## src/rtl/fsm_flow_pkg.sv

```systemverilog
// fsm_flow_pkg: shared definitions for the TLP flow-control FSM.
//   - one-hot state encodings and state width
//   - default watermark constants
//   - clamp_low(): keeps the low watermark strictly below the high watermark
package fsm_flow_pkg;

  localparam int STATE_W = 5;

  localparam logic [STATE_W-1:0] ST_RESET  = 5'b00001;
  localparam logic [STATE_W-1:0] ST_INIT   = 5'b00010;
  localparam logic [STATE_W-1:0] ST_IDLE   = 5'b00100;
  localparam logic [STATE_W-1:0] ST_ACTIVE = 5'b01000;
  localparam logic [STATE_W-1:0] ST_ERROR  = 5'b10000;

  localparam int TH_HIGH_DEF_C = 6;
  localparam int TH_LOW_DEF_C  = 2;

  // A low watermark at or above the high one would defeat the hysteresis
  // band, so pull it to one below high (never below zero).
  function automatic int unsigned clamp_low(input int unsigned hi,
                                            input int unsigned lo);
    if (lo >= hi) begin
      return (hi == 0) ? 0 : hi - 1;
    end
    return lo;
  endfunction

endpackage

```

## src/rtl/fsm_ch_hyst.sv

```systemverilog
// fsm_ch_hyst: per-channel watermark hysteresis and resume-pulse generator.
// Ports:
//   clk, reset     clock and asynchronous active-low reset
//   count_i        FIFO occupancy of this channel
//   th_high/th_low latched watermarks
//   active         next state is ACTIVE: run the hysteresis
//   force_pause    next state is ERROR: hold pause high
//   clr            next state is RESET/INIT/IDLE: drop pause silently
//   pause_i        registered pause flag
//   continue_i     one-cycle pulse on a hysteresis-driven pause release
module fsm_ch_hyst #(
  parameter int CNT_W = 4
) (
  input  logic             clk,
  input  logic             reset,
  input  logic [CNT_W-1:0] count_i,
  input  logic [CNT_W-1:0] th_high,
  input  logic [CNT_W-1:0] th_low,
  input  logic             active,
  input  logic             force_pause,
  input  logic             clr,
  output logic             pause_i,
  output logic             continue_i
);

  logic pause_next;

  // Set has priority; between the watermarks the flag holds.
  always_comb begin
    pause_next = pause_i;
    if (count_i >= th_high) begin
      pause_next = 1'b1;
    end else if (count_i <= th_low) begin
      pause_next = 1'b0;
    end
  end

  always_ff @(posedge clk or negedge reset) begin
    if (!reset) begin
      pause_i    <= 1'b0;
      continue_i <= 1'b0;
    end else if (force_pause) begin
      pause_i    <= 1'b1;
      continue_i <= 1'b0;
    end else if (clr) begin
      // Leaving ACTIVE/ERROR releases pause without a resume pulse.
      pause_i    <= 1'b0;
      continue_i <= 1'b0;
    end else if (active) begin
      pause_i    <= pause_next;
      continue_i <= pause_i & ~pause_next;
    end else begin
      continue_i <= 1'b0;
    end
  end

endmodule

```

## src/rtl/fsm_flow_ctrl.sv

```systemverilog
// fsm_flow_ctrl: flow-control FSM for the TLP datapath. Watches NUM_CH FIFO
// occupancies and drives per-channel pause / resume pulse / sticky overflow
// error flags, plus idle and init status for the muxes.
// Ports:
//   clk, reset       clock and asynchronous active-low reset
//   init             level request to enter INIT and reload thresholds
//   th_high_in/_low  watermarks sampled while in INIT
//   fifo_count       packed occupancy, channel i at [i*CNT_W +: CNT_W]
//   fifo_empty/full  per-channel FIFO status
//   fifo_wr          per-channel push attempt
//   pause            stop sending on the channel
//   continue_pulse   one-cycle resume pulse
//   error_full       sticky overflow flag
//   idle, init_out   status: FSM in IDLE / INIT
//   state_out        one-hot current state
// Build option: FSM_AUTO_RECOVER_EN enables automatic ERROR -> INIT once every
// errored channel has reported empty for two consecutive cycles.
module fsm_flow_ctrl
  import fsm_flow_pkg::*;
#(
  parameter int NUM_CH      = 4,
  parameter int CNT_W       = 4,
  parameter int TH_HIGH_DEF = TH_HIGH_DEF_C,
  parameter int TH_LOW_DEF  = TH_LOW_DEF_C
) (
  input  logic                    clk,
  input  logic                    reset,
  input  logic                    init,
  input  logic [CNT_W-1:0]        th_high_in,
  input  logic [CNT_W-1:0]        th_low_in,
  input  logic [NUM_CH*CNT_W-1:0] fifo_count,
  input  logic [NUM_CH-1:0]       fifo_empty,
  input  logic [NUM_CH-1:0]       fifo_full,
  input  logic [NUM_CH-1:0]       fifo_wr,
  output logic [NUM_CH-1:0]       pause,
  output logic [NUM_CH-1:0]       continue_pulse,
  output logic [NUM_CH-1:0]       error_full,
  output logic                    idle,
  output logic                    init_out,
  output logic [STATE_W-1:0]      state_out
);

  logic [STATE_W-1:0] state, next_state;
  logic [CNT_W-1:0]   th_high, th_low, th_low_clamped;
  logic [NUM_CH-1:0]  overflow, error_full_next;
  logic               ovf_hit, all_empty;
  logic               ns_active, ns_error, ns_clr;

  assign overflow  = fifo_wr & fifo_full;
  assign ovf_hit   = ((state == ST_IDLE) || (state == ST_ACTIVE)) && (|overflow);
  assign all_empty = &fifo_empty;
  assign th_low_clamped = CNT_W'(clamp_low(32'(th_high_in), 32'(th_low_in)));

`ifdef FSM_AUTO_RECOVER_EN
  logic rec_ok, rec_seen, recover;
  // Only channels carrying an error must drain; clean channels are ignored.
  assign rec_ok  = &(fifo_empty | ~error_full);
  assign recover = rec_ok & rec_seen;
`endif

  always_comb begin
    next_state = state;
    case (state)
      ST_RESET:  next_state = ST_INIT;
      ST_INIT:   next_state = init ? ST_INIT : ST_IDLE;
      ST_IDLE: begin
        if (ovf_hit)         next_state = ST_ERROR;
        else if (init)       next_state = ST_INIT;
        else if (!all_empty) next_state = ST_ACTIVE;
      end
      ST_ACTIVE: begin
        if (ovf_hit)        next_state = ST_ERROR;
        else if (init)      next_state = ST_INIT;
        else if (all_empty) next_state = ST_IDLE;
      end
      ST_ERROR: begin
        if (init) next_state = ST_INIT;
`ifdef FSM_AUTO_RECOVER_EN
        else if (recover) next_state = ST_INIT;
`endif
      end
      default:   next_state = ST_RESET;
    endcase
  end

  // Entering INIT wipes the sticky errors; otherwise new overflows accumulate.
  always_comb begin
    error_full_next = error_full;
    if (next_state == ST_INIT) begin
      error_full_next = '0;
    end else if ((state != ST_RESET) && (state != ST_INIT)) begin
      error_full_next = error_full | overflow;
    end
  end

  // Outputs are registered from next_state so they line up with the new state.
  always_ff @(posedge clk or negedge reset) begin
    if (!reset) begin
      state      <= ST_RESET;
      error_full <= '0;
      idle       <= 1'b0;
      init_out   <= 1'b0;
      th_high    <= CNT_W'(TH_HIGH_DEF);
      th_low     <= CNT_W'(TH_LOW_DEF);
    end else begin
      state      <= next_state;
      error_full <= error_full_next;
      idle       <= (next_state == ST_IDLE);
      init_out   <= (next_state == ST_INIT);
      if (state == ST_INIT) begin
        th_high <= th_high_in;
        th_low  <= th_low_clamped;
      end
    end
  end

`ifdef FSM_AUTO_RECOVER_EN
  always_ff @(posedge clk or negedge reset) begin
    if (!reset) begin
      rec_seen <= 1'b0;
    end else begin
      rec_seen <= (state == ST_ERROR) && (next_state == ST_ERROR) && rec_ok;
    end
  end
`endif

  assign state_out = state;
  assign ns_active = (next_state == ST_ACTIVE);
  assign ns_error  = (next_state == ST_ERROR);
  assign ns_clr    = !(ns_active || ns_error);

  for (genvar i = 0; i < NUM_CH; i++) begin : g_ch
    fsm_ch_hyst #(
      .CNT_W (CNT_W)
    ) u_hyst (
      .clk         (clk),
      .reset       (reset),
      .count_i     (fifo_count[i*CNT_W +: CNT_W]),
      .th_high     (th_high),
      .th_low      (th_low),
      .active      (ns_active),
      .force_pause (ns_error),
      .clr         (ns_clr),
      .pause_i     (pause[i]),
      .continue_i  (continue_pulse[i])
    );
  end

endmodule

```

## config.mk

```make
export PLATFORM = sky130hd
export DESIGN_NAME = fsm_flow_ctrl
export DESIGN_NICKNAME = d
export VERILOG_FILES = /design/src/rtl/fsm_flow_pkg.sv /design/src/rtl/fsm_ch_hyst.sv /design/src/rtl/fsm_flow_ctrl.sv
export SDC_FILE = /design/constraint.sdc
export NUM_CORES = 1
export LEC_CHECK = 0
export ABC_AREA = 1
export ABC_CLOCK_PERIOD_IN_PS = 2100
export CAP_MARGIN = 10
export CORE_MARGIN = 3
export CORE_UTILIZATION = 30
export CTS_BUF_LIST = sky130_fd_sc_hd__clkbuf_8
export DETAILED_ROUTE_END_ITERATION = 12
export HOLD_SLACK_MARGIN = 0.15
export PLACE_DENSITY = 0.51
export SYNTH_ARGS = -nofsm -noshare
export SYNTH_HDL_FRONTEND = slang
export SYNTH_SLANG_ARGS = --single-unit
```

## constraint.sdc

```tcl
create_clock -name clk -period 2.1 [get_ports clk]
set_input_delay 0.42 -clock clk [delete_from_list [all_inputs] [get_ports clk]]
set_output_delay 0.42 -clock clk [all_outputs]
set_load 0.05 [all_outputs]
```

==> metrics.cfg <==
[synth]
synth_edf_count=0
synth_area_per_cell_um2=7.80
ys.warnings.count=0
async_flop_share_pct=100
syn_nets=356
ys.flop_type=dfrtp_1
ys_top_cells_by_area=dfrtp_1, ha_1, nand2_1
ys_seq_area_share_pct=31.1
yosysUniqueCellTypes=28
yosys.area.top_type=dfrtp_1
synth_common_cells=nand2_1, inv_1, ha_1
syn_inst=281
netlist_area_um2=2190
synth-seq-cells=27
synth.top_cell.area_share_pct=26.3
synthMostInstantiatedCell=nand2_1

[clock_tree]
cts_tree=done
holdBufCountCts=0
root_buffer=clkbuf_8
clk_path_buf_depth=2
clkLatencyLatePin_ns=0.28
cts_max_level=1
cts_setup_buffers=0
numCtsBuffers=3
path_clk_slew_ns=0.10
post_cts_resized=0
cts_num_sinks=27

[setup_path]
critical_path_buf_inv_count=1
crit_family=buffers and inverters
slowest_stage=clkdlybuf4s50_1
cp_max_fo=5
required_ns=1.68
critPathCaptureType=output pin
max_stage_delay_ns=0.83
start_kind=register
arrival_ns=1.56
cp_cell_sequence=clkdlybuf4s50_1
crit_type=reg -> out

[place]
port_buffers=57
hpwl_um=4380
gp_congestion=0.822
dp.cells=429

[timing]
grt_setup_unrepaired=no
finalCritPeriodShare_pct=94.3
holdWs_ns=0.478
worst_slew_pin_slew_ns=0.504
relSlewSlack_pct=66.3
hold_viol=0
worst_clock_skew_ns=0.0125
drv_slew=0
finalSetupViolCount=0
setup_tns_ns=0
fmax_mhz=505
finalCriticalPeriod_ns=1.98

[global_routing]
grt_pass1_wl_um=9200
grt_max_degree=28
grt_overflow=0
first_global_vias=2070
antenna_found_initial=0
track_usage_pct=13.1

[min_path]
hp-class=reg -> reg

[layout]
areaGrowthSynthToFinish_pct=32.0
drive_above_1_share_pct=10.4
nNetsFinal=413
n_antenna_cell=0
instances_no_fill=433
fillCellCount=749
final_util_pct=41.7

[routing]
drtIter0Drc=40
drc=0
viasPerCell=4.55
post_drt_wl_per_cell_um=11.9
ant_nets=0
num_vias=1968
drt-pass1-iter-count=4
wirelength_um=5160

[run_status]
outcome=complete, no violations

[job]
drv_cap=0

[power]
fin_total_pwr_w=0.00287
vdd_drop_max_uv=533
power.density_nw_per_um2=992
p_leak_nw=1.38

[die]
fp-row-count=30
die_h_um=91.5
die_w_um=91.5
start_util_pct=31.6
pin_count=58
core_um2=6940
die-area_um2=8370

-- flip-flops by register name, indices dropped and copies added (netlist names) --
name and flops:
error_full 4, g_ch.u_hyst.continue_i 4, g_ch.u_hyst.pause_i 4, idle 1, init_out 1, state_out 5
th_high 4, th_low 4
-- kinds of logic after synthesis --
group                      Yosys count  synth area share [%]
AOI/OAI and AO/OA                   48                  13.1
adders and majority gates           36                  20.5
buffers and inverters               48                  9.76
DFF                                 27                  31.1
and+or+nand+nor                    122                  25.5
-- power breakdown --
part	total, W	internal, W	switching (W)
Sequential	0.000811	0.000697	0.000114
Clock	0.000307	0.000135	0.000172
Combinational	0.00175	0.000661	0.00109
-- layout by cell type (no fill, tap or decap), drive strengths merged, types with 4 or more instances in the layout --
cell type       n
nand2          66
clkdlybuf4s50  56
inv            39
ha             36
nor2           31
dfrtp          23
a21oi          22
o21ai          17
nand3          14
nand4           7
buf             5
o21a            4
a31oi           4
dfstp           4
-- worst min-delay path, stage by stage, from the launching register on --
cell	delay [ns]
dfstp_2	0.38
nand2_1	0.05
nand2_1	0.05
-- final timing paths --
check                                  start                        end  slack (ns)  cells past startpoint
worst min-delay path               th_low[1]                  th_low[1]        0.48                      2
worst min register to register     th_low[1]                  th_low[1]        0.48                      2
worst max register to register    th_high[1]  g_ch[3].u_hyst.continue_i        0.45                      7
max in group asynchronous              reset                 th_high[1]        1.28                      2
min in group asynchronous              reset  g_ch[2].u_hyst.continue_i        0.50                      2
worst max-delay path            state_out[3]               state_out[3]        0.12                      1
-- final cells by class --
| type | instances | area (um^2) | area share [%] |
|---|---|---|---|
| clock buffers | 3 | 41.3 | 1.43 |
| clock inverters | 1 | 7.51 | 0.259 |
| inverters | 39 | 149 | 5.14 |
| multi-input cells | 206 | 1300 | 44.8 |
| flip-flops and latches | 27 | 681 | 23.5 |
| well taps | 96 | 120 | 4.15 |
| repair buffers | 61 | 598 | 20.7 |
-- routing by layer --
metal | share of wire [%] | GRT usage, %
met5 | 0 | 0
met2 | 49 | 23.1
met1 | 46 | 16.3
met4 | 1.5 | 3.52
met3 | 3.7 | 2.32
-- metrics by stage --
stage | worst slack (ns) | instance area, um^2
floorplan | 0.551 | 2190
global route | 0.0559 | 2890
finish | 0.120 | 2890
CTS | 0.0927 | 2890
detailed placement | 0.0170 | 2850
global placement | 0.0451 | 2850
Note: power is estimated with default switching activity, not from simulation.
